**src/rtl/pipe_pkg.sv**
```systemverilog
// Shared definitions for the pipeline stage register: state encoding,
// control-bit positions and default field widths.
package pipe_pkg;

    // Occupancy of the stage: nothing held, main only, main plus skid.
    typedef enum logic [1:0] {
        StEmpty = 2'd0,
        StOne   = 2'd1,
        StTwo   = 2'd2
    } state_e;

    // Meaning of the low control bits; higher bits travel through untouched.
    localparam int unsigned REGWRITE_BIT = 0;
    localparam int unsigned MEMTOREG_BIT = 1;

    localparam int unsigned DEF_DATA_W = 32;
    localparam int unsigned DEF_RD_W   = 5;
    localparam int unsigned DEF_CTRL_W = 2;
    localparam int unsigned DEF_CNT_W  = 16;

endpackage

```
**src/rtl/pipe_entry_reg.sv**
```systemverilog
// One pipeline entry {rdata, result, ctrl, rd}: loads when en_i is high,
// otherwise holds; cleared to zero by the asynchronous active-low reset.
module pipe_entry_reg #(
    parameter int unsigned DATA_W = 32,
    parameter int unsigned RD_W   = 5,
    parameter int unsigned CTRL_W = 2
) (
    input  logic              clk_i,
    input  logic              rst_ni,
    input  logic              en_i,
    input  logic [DATA_W-1:0] rdata_i,
    input  logic [DATA_W-1:0] result_i,
    input  logic [CTRL_W-1:0] ctrl_i,
    input  logic [RD_W-1:0]   rd_i,
    output logic [DATA_W-1:0] rdata_o,
    output logic [DATA_W-1:0] result_o,
    output logic [CTRL_W-1:0] ctrl_o,
    output logic [RD_W-1:0]   rd_o
);

    logic [DATA_W-1:0] rdata_q;
    logic [DATA_W-1:0] result_q;
    logic [CTRL_W-1:0] ctrl_q;
    logic [RD_W-1:0]   rd_q;

    // Enable-loaded storage of the entry fields.
    always_ff @(posedge clk_i or negedge rst_ni) begin
        if (!rst_ni) begin
            rdata_q  <= '0;
            result_q <= '0;
            ctrl_q   <= '0;
            rd_q     <= '0;
        end else if (en_i) begin
            rdata_q  <= rdata_i;
            result_q <= result_i;
            ctrl_q   <= ctrl_i;
            rd_q     <= rd_i;
        end
    end

    assign rdata_o  = rdata_q;
    assign result_o = result_q;
    assign ctrl_o   = ctrl_q;
    assign rd_o     = rd_q;

endmodule

```
**src/rtl/pipe_stage_reg.sv**
```systemverilog
// Valid/ready pipeline stage register. SKID=1 gives a two-entry skid stage
// with a registered in_ready; SKID=0 gives a single stall register whose
// in_ready follows out_ready combinationally. Also counts bubble cycles.
module pipe_stage_reg
    import pipe_pkg::*;
#(
    parameter int unsigned DATA_W = DEF_DATA_W,
    parameter int unsigned RD_W   = DEF_RD_W,
    parameter int unsigned CTRL_W = DEF_CTRL_W,
    parameter int unsigned SKID   = 1,
    parameter int unsigned CNT_W  = DEF_CNT_W
) (
    input  logic              clk,
    input  logic              reset,
    input  logic              flush,
    input  logic              in_valid,
    output logic              in_ready,
    input  logic [DATA_W-1:0] in_rdata,
    input  logic [DATA_W-1:0] in_result,
    input  logic [CTRL_W-1:0] in_ctrl,
    input  logic [RD_W-1:0]   in_rd,
    output logic              out_valid,
    input  logic              out_ready,
    output logic [DATA_W-1:0] out_rdata,
    output logic [DATA_W-1:0] out_result,
    output logic [CTRL_W-1:0] out_ctrl,
    output logic [RD_W-1:0]   out_rd,
    output logic [CNT_W-1:0]  bubble_cnt
);

    state_e state_q, state_d;
    logic   rdy_q;
    logic   xfer_in, xfer_out;
    logic   main_en, skid_en, main_from_skid;
    logic [CNT_W-1:0] bubble_cnt_q;

    logic [DATA_W-1:0] main_rdata, main_result, skid_rdata, skid_result;
    logic [DATA_W-1:0] main_rdata_d, main_result_d;
    logic [CTRL_W-1:0] main_ctrl, skid_ctrl, main_ctrl_d;
    logic [RD_W-1:0]   main_rd, skid_rd, main_rd_d;

    assign xfer_in  = in_valid & in_ready & ~flush;
    assign xfer_out = out_valid & out_ready;

    // State register plus the registered in_ready used by the skid variant.
    always_ff @(posedge clk or negedge reset) begin
        if (!reset) begin
            state_q <= StEmpty;
            rdy_q   <= 1'b1;
        end else begin
            state_q <= state_d;
            rdy_q   <= (state_d != StTwo);
        end
    end

    // Next state and entry-register load enables; flush overrides everything.
    always_comb begin
        state_d        = state_q;
        main_en        = 1'b0;
        skid_en        = 1'b0;
        main_from_skid = 1'b0;
        if (flush) begin
            state_d = StEmpty;
        end else begin
            unique case (state_q)
                StEmpty: begin
                    if (xfer_in) begin
                        state_d = StOne;
                        main_en = 1'b1;
                    end
                end
                StOne: begin
                    if (xfer_in && xfer_out) begin
                        main_en = 1'b1;
                    end else if (xfer_in) begin
                        // Only reachable with SKID=1: without it in_ready
                        // implies out_ready while main is occupied.
                        state_d = StTwo;
                        skid_en = 1'b1;
                    end else if (xfer_out) begin
                        state_d = StEmpty;
                    end
                end
                StTwo: begin
                    if (xfer_out) begin
                        state_d        = StOne;
                        main_en        = 1'b1;
                        main_from_skid = 1'b1;
                    end
                end
                default: state_d = StEmpty;
            endcase
        end
    end

    // Outputs: valid from occupancy, ctrl gated so bubbles never write back.
    always_comb begin
        out_valid = (state_q != StEmpty);
        in_ready  = (SKID != 0) ? rdy_q : (~out_valid | out_ready);
        out_ctrl  = out_valid ? main_ctrl : '0;
    end

    // Main loads from the skid entry when draining TWO, else from upstream.
    always_comb begin
        main_rdata_d  = main_from_skid ? skid_rdata  : in_rdata;
        main_result_d = main_from_skid ? skid_result : in_result;
        main_ctrl_d   = main_from_skid ? skid_ctrl   : in_ctrl;
        main_rd_d     = main_from_skid ? skid_rd     : in_rd;
    end

    pipe_entry_reg #(
        .DATA_W (DATA_W),
        .RD_W   (RD_W),
        .CTRL_W (CTRL_W)
    ) u_main (
        .clk_i    (clk),
        .rst_ni   (reset),
        .en_i     (main_en),
        .rdata_i  (main_rdata_d),
        .result_i (main_result_d),
        .ctrl_i   (main_ctrl_d),
        .rd_i     (main_rd_d),
        .rdata_o  (main_rdata),
        .result_o (main_result),
        .ctrl_o   (main_ctrl),
        .rd_o     (main_rd)
    );

    pipe_entry_reg #(
        .DATA_W (DATA_W),
        .RD_W   (RD_W),
        .CTRL_W (CTRL_W)
    ) u_skid (
        .clk_i    (clk),
        .rst_ni   (reset),
        .en_i     (skid_en),
        .rdata_i  (in_rdata),
        .result_i (in_result),
        .ctrl_i   (in_ctrl),
        .rd_i     (in_rd),
        .rdata_o  (skid_rdata),
        .result_o (skid_result),
        .ctrl_o   (skid_ctrl),
        .rd_o     (skid_rd)
    );

    assign out_rdata  = main_rdata;
    assign out_result = main_result;
    assign out_rd     = main_rd;

    // Saturating count of cycles with no valid output.
    always_ff @(posedge clk or negedge reset) begin
        if (!reset) begin
            bubble_cnt_q <= '0;
        end else if (!out_valid && (bubble_cnt_q != '1)) begin
            bubble_cnt_q <= bubble_cnt_q + CNT_W'(1);
        end
    end

    assign bubble_cnt = bubble_cnt_q;

endmodule

```
**config.mk**
```make
export PLATFORM = sky130hd
export DESIGN_NAME = pipe_stage_reg
export DESIGN_NICKNAME = d
export VERILOG_FILES = /design/src/rtl/pipe_pkg.sv /design/src/rtl/pipe_entry_reg.sv /design/src/rtl/pipe_stage_reg.sv
export SDC_FILE = /design/constraint.sdc
export NUM_CORES = 1
export LEC_CHECK = 0
export ABC_AREA = 0
export CORE_MARGIN = 4
export CORE_UTILIZATION = 50
export DETAILED_ROUTE_END_ITERATION = 6
export GPL_TIMING_DRIVEN = 1
export HOLD_SLACK_MARGIN = 0.1
export PLACE_DENSITY_LB_ADDON = 0.3
export SLEW_MARGIN = 20
export SYNTH_ARGS = -nofsm -noshare
export SYNTH_HDL_FRONTEND = slang
export SYNTH_SLANG_ARGS = --single-unit
```
**constraint.sdc**
```tcl
create_clock -name clk -period 2.2 [get_ports clk]
set_input_delay 0.44 -clock clk [delete_from_list [all_inputs] [get_ports clk]]
set_output_delay 0.44 -clock clk [all_outputs]
set_load 0.01 [all_outputs]
```
; Word-level counts from Yosys, hierarchy flattened
; Cells that the tools add are included.
[op_classes]
n_addsub = 1
mul = 0
div = 0
order_cmp = 0
n_eq_ne = 4
n_shift = 0
mux = 22
bitwise_logic = 4
reduce_logical = 5
[op_table]
columns = operator, n
row1 = 32-bit two-way mux, 2
row2 = "16-bit by 1-bit adder with 16-bit output, second input constant", 1
row3 = 2-bit two-way mux, 8
row4 = "16-bit inequality test, second input constant", 1
row5 = 1-bit two-way mux, 9
row6 = 2-bit one-hot mux with 3 select lines, 1
row7 = 5-bit two-way mux, 1
row8 = 1-bit AND, 3
row9 = 1-bit one-hot mux with 3 select lines, 1
row10 = "2-bit by 1-bit equality test with 1-bit output, second input constant", 1
row11 = "2-bit equality test, second input constant", 1
row12 = 1-bit logical AND, 2
row13 = 2-bit zero test, 1
row14 = "2-bit inequality test, second input constant", 1
row15 = 2-bit nonzero test, 1
row16 = 1-bit zero test, 1
row17 = 1-bit NOT, 1
[totals]
regBits = 161
latchBits = 0
ramBits = 0
mem_bits_ro = 0
out_inout_bits = 89
wordCells = 47
n_memories = 0

; Longest topological paths before layout
[depth]
word_depth = 8
mapped_depth = 6
ltp_nobuf = 5

; Cells and area by module
; Synthesis repeated with hierarchy kept, for this count alone.
[unflattened]
hier_cells = 480
hier_area_um2 = 7895.1
[modules_own_cells]
columns = module, instances, cells_per_inst, area_each_um2
row1 = pipe_entry_reg, 2, 150, 2990.4
row2 = pipe_stage_reg, 1, 180, 1914.3

; Worst setup path after synthesis
; Ideal clock, no wire load.
[synth_path]
path_kind = reg-to-reg
startpoint = register bubble_cnt_q[0], in the netlist bubble_cnt[0]
endpoint = register bubble_cnt_q[1], in the netlist bubble_cnt[1]
arrival_time_ns = 1.657
slack_ns = 0.418
path_stages_with_launch = 5
n_path_buf = 0
synth_period_minus_slack_ns = 1.782
path_cell_list = dfrtp_1 -> ha_1 -> nand4_2 -> o41ai_4 -> mux2_4
[synth_via]
elab_chain_cells = 2
word_cells_on_any_way = 3
cone_classes = 1 x add/sub / 1 x eq/ne / 1 x reduce/logical
[synth_rtl]
columns = item, line_no
row1 = start: declaration, pipe_stage_reg.sv:35  ; logic [CNT_W-1:0] bubble_cnt_q;
row2 = start signal: assignment, pipe_stage_reg.sv:156  ; bubble_cnt_q <= bubble_cnt_q + CNT_W'(1);
row3 = "parallel branches: the longest is 2 deep, another holds 16-bit by 1-bit adder with 16-bit output", n/a
; Parallel ways; which one is timed is not known.
; A chain may end at the register's enable or synchronous reset.

; Worst setup path in the final report
[layout_path]
startpoint = register state_q[0]
endpoint = output out_valid
[layout_via]
elab_chain_cells = 1
[layout_rtl]
columns = item, line_no
row1 = start: declaration, pipe_stage_reg.sv:31  ; state_e state_q, state_d;
row2 = start signal: assignment, pipe_stage_reg.sv:48  ; state_q <= StEmpty;
row3 = start signal: assignment, pipe_stage_reg.sv:51  ; state_q <= state_d;
row4 = 2-bit nonzero test, pipe_stage_reg.sv:98  ; out_valid = (state_q != StEmpty);
row5 = end: declaration, pipe_stage_reg.sv:22  ; output logic out_valid,
; Every way passes these cells.

==> flow_summary.json <==
{
  "outcome": "finished clean",
  "slew_violations": 0,
  "p_sw_uw": 2319,
  "final-instance-count-excl-fill": 839,
  "dp_hpwl_mm": 10.30,
  "portBuffers": 164,
  "p_comb_share_pct": 23.4,
  "wl_per_cell_um": 17.73,
  "grt_pass1_wl_mm": 24.49,
  "power.total_uw": 9242,
  "hp-class": "flop to flop",
  "clockRootBuffer": "clkbuf_16",
  "multi_input_area_mm2": 0.002953,
  "clkPwrFrac_pct": 31.6,
  "cts_tree": "done",
  "switching_share_pct": 25.09,
  "io_pins": 165,
  "seqPwrFrac_pct": 45.0,
  "worstPathRequired_ns": 1.76,
  "fin_crit_ns": 2.043,
  "regToRegSetupSlack_ns": 0.38,
  "first_pass_iters": 4,
  "yosysSeqAreaShare_pct": 56.13,
  "cts.htree.levels": 4,
  "clockBufferDepth": 2,
  "syn_area_per_cell_um2": 15.21,
  "postRouteAntennaNets": 0,
  "viasPerCell": 5.280,
  "routed_wl_mm": 14.87,
  "die_width_um": 127.8,
  "slew_headroom_pct": 62.25,
  "path_clk_slew_ns": 0.06,
  "cts_made_buffers": 17,
  "finalHoldViolCount": 0,
  "drtIter0Drc": 195,
  "rsz0062_at_grt": "false",
  "drc": 0,
  "drv_cap": 0,
  "fillers": 1008,
  "grt_max_degree": 55,
  "arrival_ns": 1.60,
  "timing_worst_setup_path_type": "flop to primary output",
  "diodes": 0,
  "crit_fanout": 7,
  "area_delta_synth_final_pct": 34.82,
  "drive_gt1_share_pct": 39.45,
  "antenna_found_initial": 0,
  "fp.dieArea_mm2": 0.01634,
  "grt_usage_pct": 18.90,
  "syn_area_mm2": 0.007179,
  "finalSetupViolCount": 0,
  "seq_area_mm2": 0.004033,
  "final_cell_mix": "mux2_2, clkdlybuf4s50_1, dfrtp_1",
  "p_int_uw": 6923,
  "initial_core_util_pct": 51.32,
  "grt_pass1_vias": 4974,
  "syn_inst": 472,
  "via_count": 4430,
  "hold_slack_ns": 0.4994,
  "cts.sinks": 161,
  "clock_latency_ns": 0.42,
  "fp.coreArea_mm2": 0.01399,
  "syn-num-nets": 549,
  "fmax_mhz": 489.5,
  "leakage_uw": 0.004114,
  "ys_warn_count": 0,
  "ir_drop_v": 0.0007243,
  "rows": 43,
  "power_density_mw_per_mm2": 954.8,
  "fp.dieH_um": 127.8,
  "overflow": 0,
  "ys_types": 40,
  "period_share_pct": 92.86,
  "dp_cells": 805,
  "tightest_slew_ns": 0.5643,
  "endpoint_kind": "primary output",
  "ys_ff_latch": 161,
  "place_congestion": 0.7526,
  "fin_tns_setup_ns": 0,
  "skew_ns": 0.008369,
  "nNetsFinal": 723,
  "final_common_cell": "mux2_2",
  "crit_path_start_kind": "flop"
}
cells by family (layout without fill, tap and decap cells):
group | after synthesis | count (layout) | synth area share, %
mux | 217 | 217 | 34.05
flops | 161 | 161 | 56.13
simple gates | 44 | 44 | 4.148
buf+inv | 29 | 216 | 2.980
compound gates | 10 | 10 | 1.290
xor+xnor | 10 | 10 | 1.220
fa+ha+maj | 1 | 1 | 0.1742
metal layers:
layer  GRT usage [%]  wire length (um)
met5               0                 0
met1           22.83              6179
met4           7.928               380
met2           31.98              7523
met3           5.125               788
critical path, cell delays in order, from the launching register on:
cell and delay, ns:
dfrtp_2 0.43, nor2_2 0.06, inv_2 0.14, clkdlybuf4s50_1 0.56
area by class of cell:
class | count | share of cell area (%)
inverter | 4 | 0.1551
timing repair buffer | 180 | 19.25
clock buffer | 23 | 4.731
sequential | 161 | 41.66
tap | 180 | 2.327
clock inverter | 9 | 1.370
multi-input combinational | 282 | 30.51
cell usage after synthesis, drive strengths merged:
cell type / instances / area [um^2]
mux2: 215 / 2425
dfrtp: 160 / 4004
buf: 25 / 198.9
nor2: 7 / 26.28
nand2: 6 / 22.52
nand3: 6 / 30.03
nor4: 6 / 58.80
xor2: 6 / 52.55
inv: 4 / 15.01
nand4: 4 / 52.55
xnor2: 4 / 35.03
nor3: 3 / 15.01
a41oi: 2 / 17.52
and2: 2 / 12.51
and3b: 2 / 17.52
mux2i: 2 / 20.02
nor2b: 2 / 12.51
o21a: 2 / 15.01
or3: 2 / 12.51
a21oi: 1 / 5.000
a31oi: 1 / 6.260
and4bb: 1 / 12.51
dfstp: 1 / 26.28
ha: 1 / 12.51
nand3b: 1 / 7.510
nand4bb: 1 / 11.26
o21ai: 1 / 5.000
o21bai: 1 / 7.510
o22a: 1 / 8.760
o41ai: 1 / 27.53
or2: 1 / 6.260
worst paths after layout:
path                                   start             endpoint  cells past startpoint
setup / recovery                  state_q[0]            out_valid                      3
hold reg to reg            u_main.rdata_o[2]    u_main.rdata_o[2]                      1
max in group asynchronous              reset             in_ready                      3
min in group asynchronous              reset  u_skid.result_o[14]                      2
hold / removal             u_main.rdata_o[2]    u_main.rdata_o[2]                      1
setup reg to reg                  state_q[0]  u_main.result_o[22]                      4
power by group through the flow:
stage,registers (uW),logic (uW),clock network (uW)
4_1_cts,4160,2210,2990
3_3_place_gp,4140,2120,0
2_1_floorplan,4250,928,0
3_5_place_dp,4200,2190,0
5_1_grt,4250,2350,3110
6_report,4160,2170,2920
registers in the layout, indices dropped and copies added, names as in the netlist:
name	cells
u_main.rdata_o	32
u_main.result_o	32
u_skid.rdata_o	32
u_skid.result_o	32
bubble_cnt	16
u_main.rd_o	5
u_skid.rd_o	5
state_q	2
u_main.ctrl_o	2
u_skid.ctrl_o	2
in_ready	1
repair_timing:
| action | in CTS | in global routing |
|---|---|---|
| endpoints found under the hold margin | 51 | 0 |
| gates resized for setup | 5 | 0 |
| hold buffers | 1 | 0 |
| buffers inserted | 1 | 0 |
| setup endpoints to repair | 2 | 0 |
stage by stage:
stage	worst slack (ns)	util (%)	cell area (um^2)
after floorplan	0.4179	-	7179
after global placement	-0.08389	64.83	9069
after detailed placement	-0.1308	64.83	9069
after CTS	0.1267	69.20	9679
after global routing	0.07268	69.20	9679
final	0.1572	69.20	9679
No activity file was read; power rests on OpenSTA's default activity.
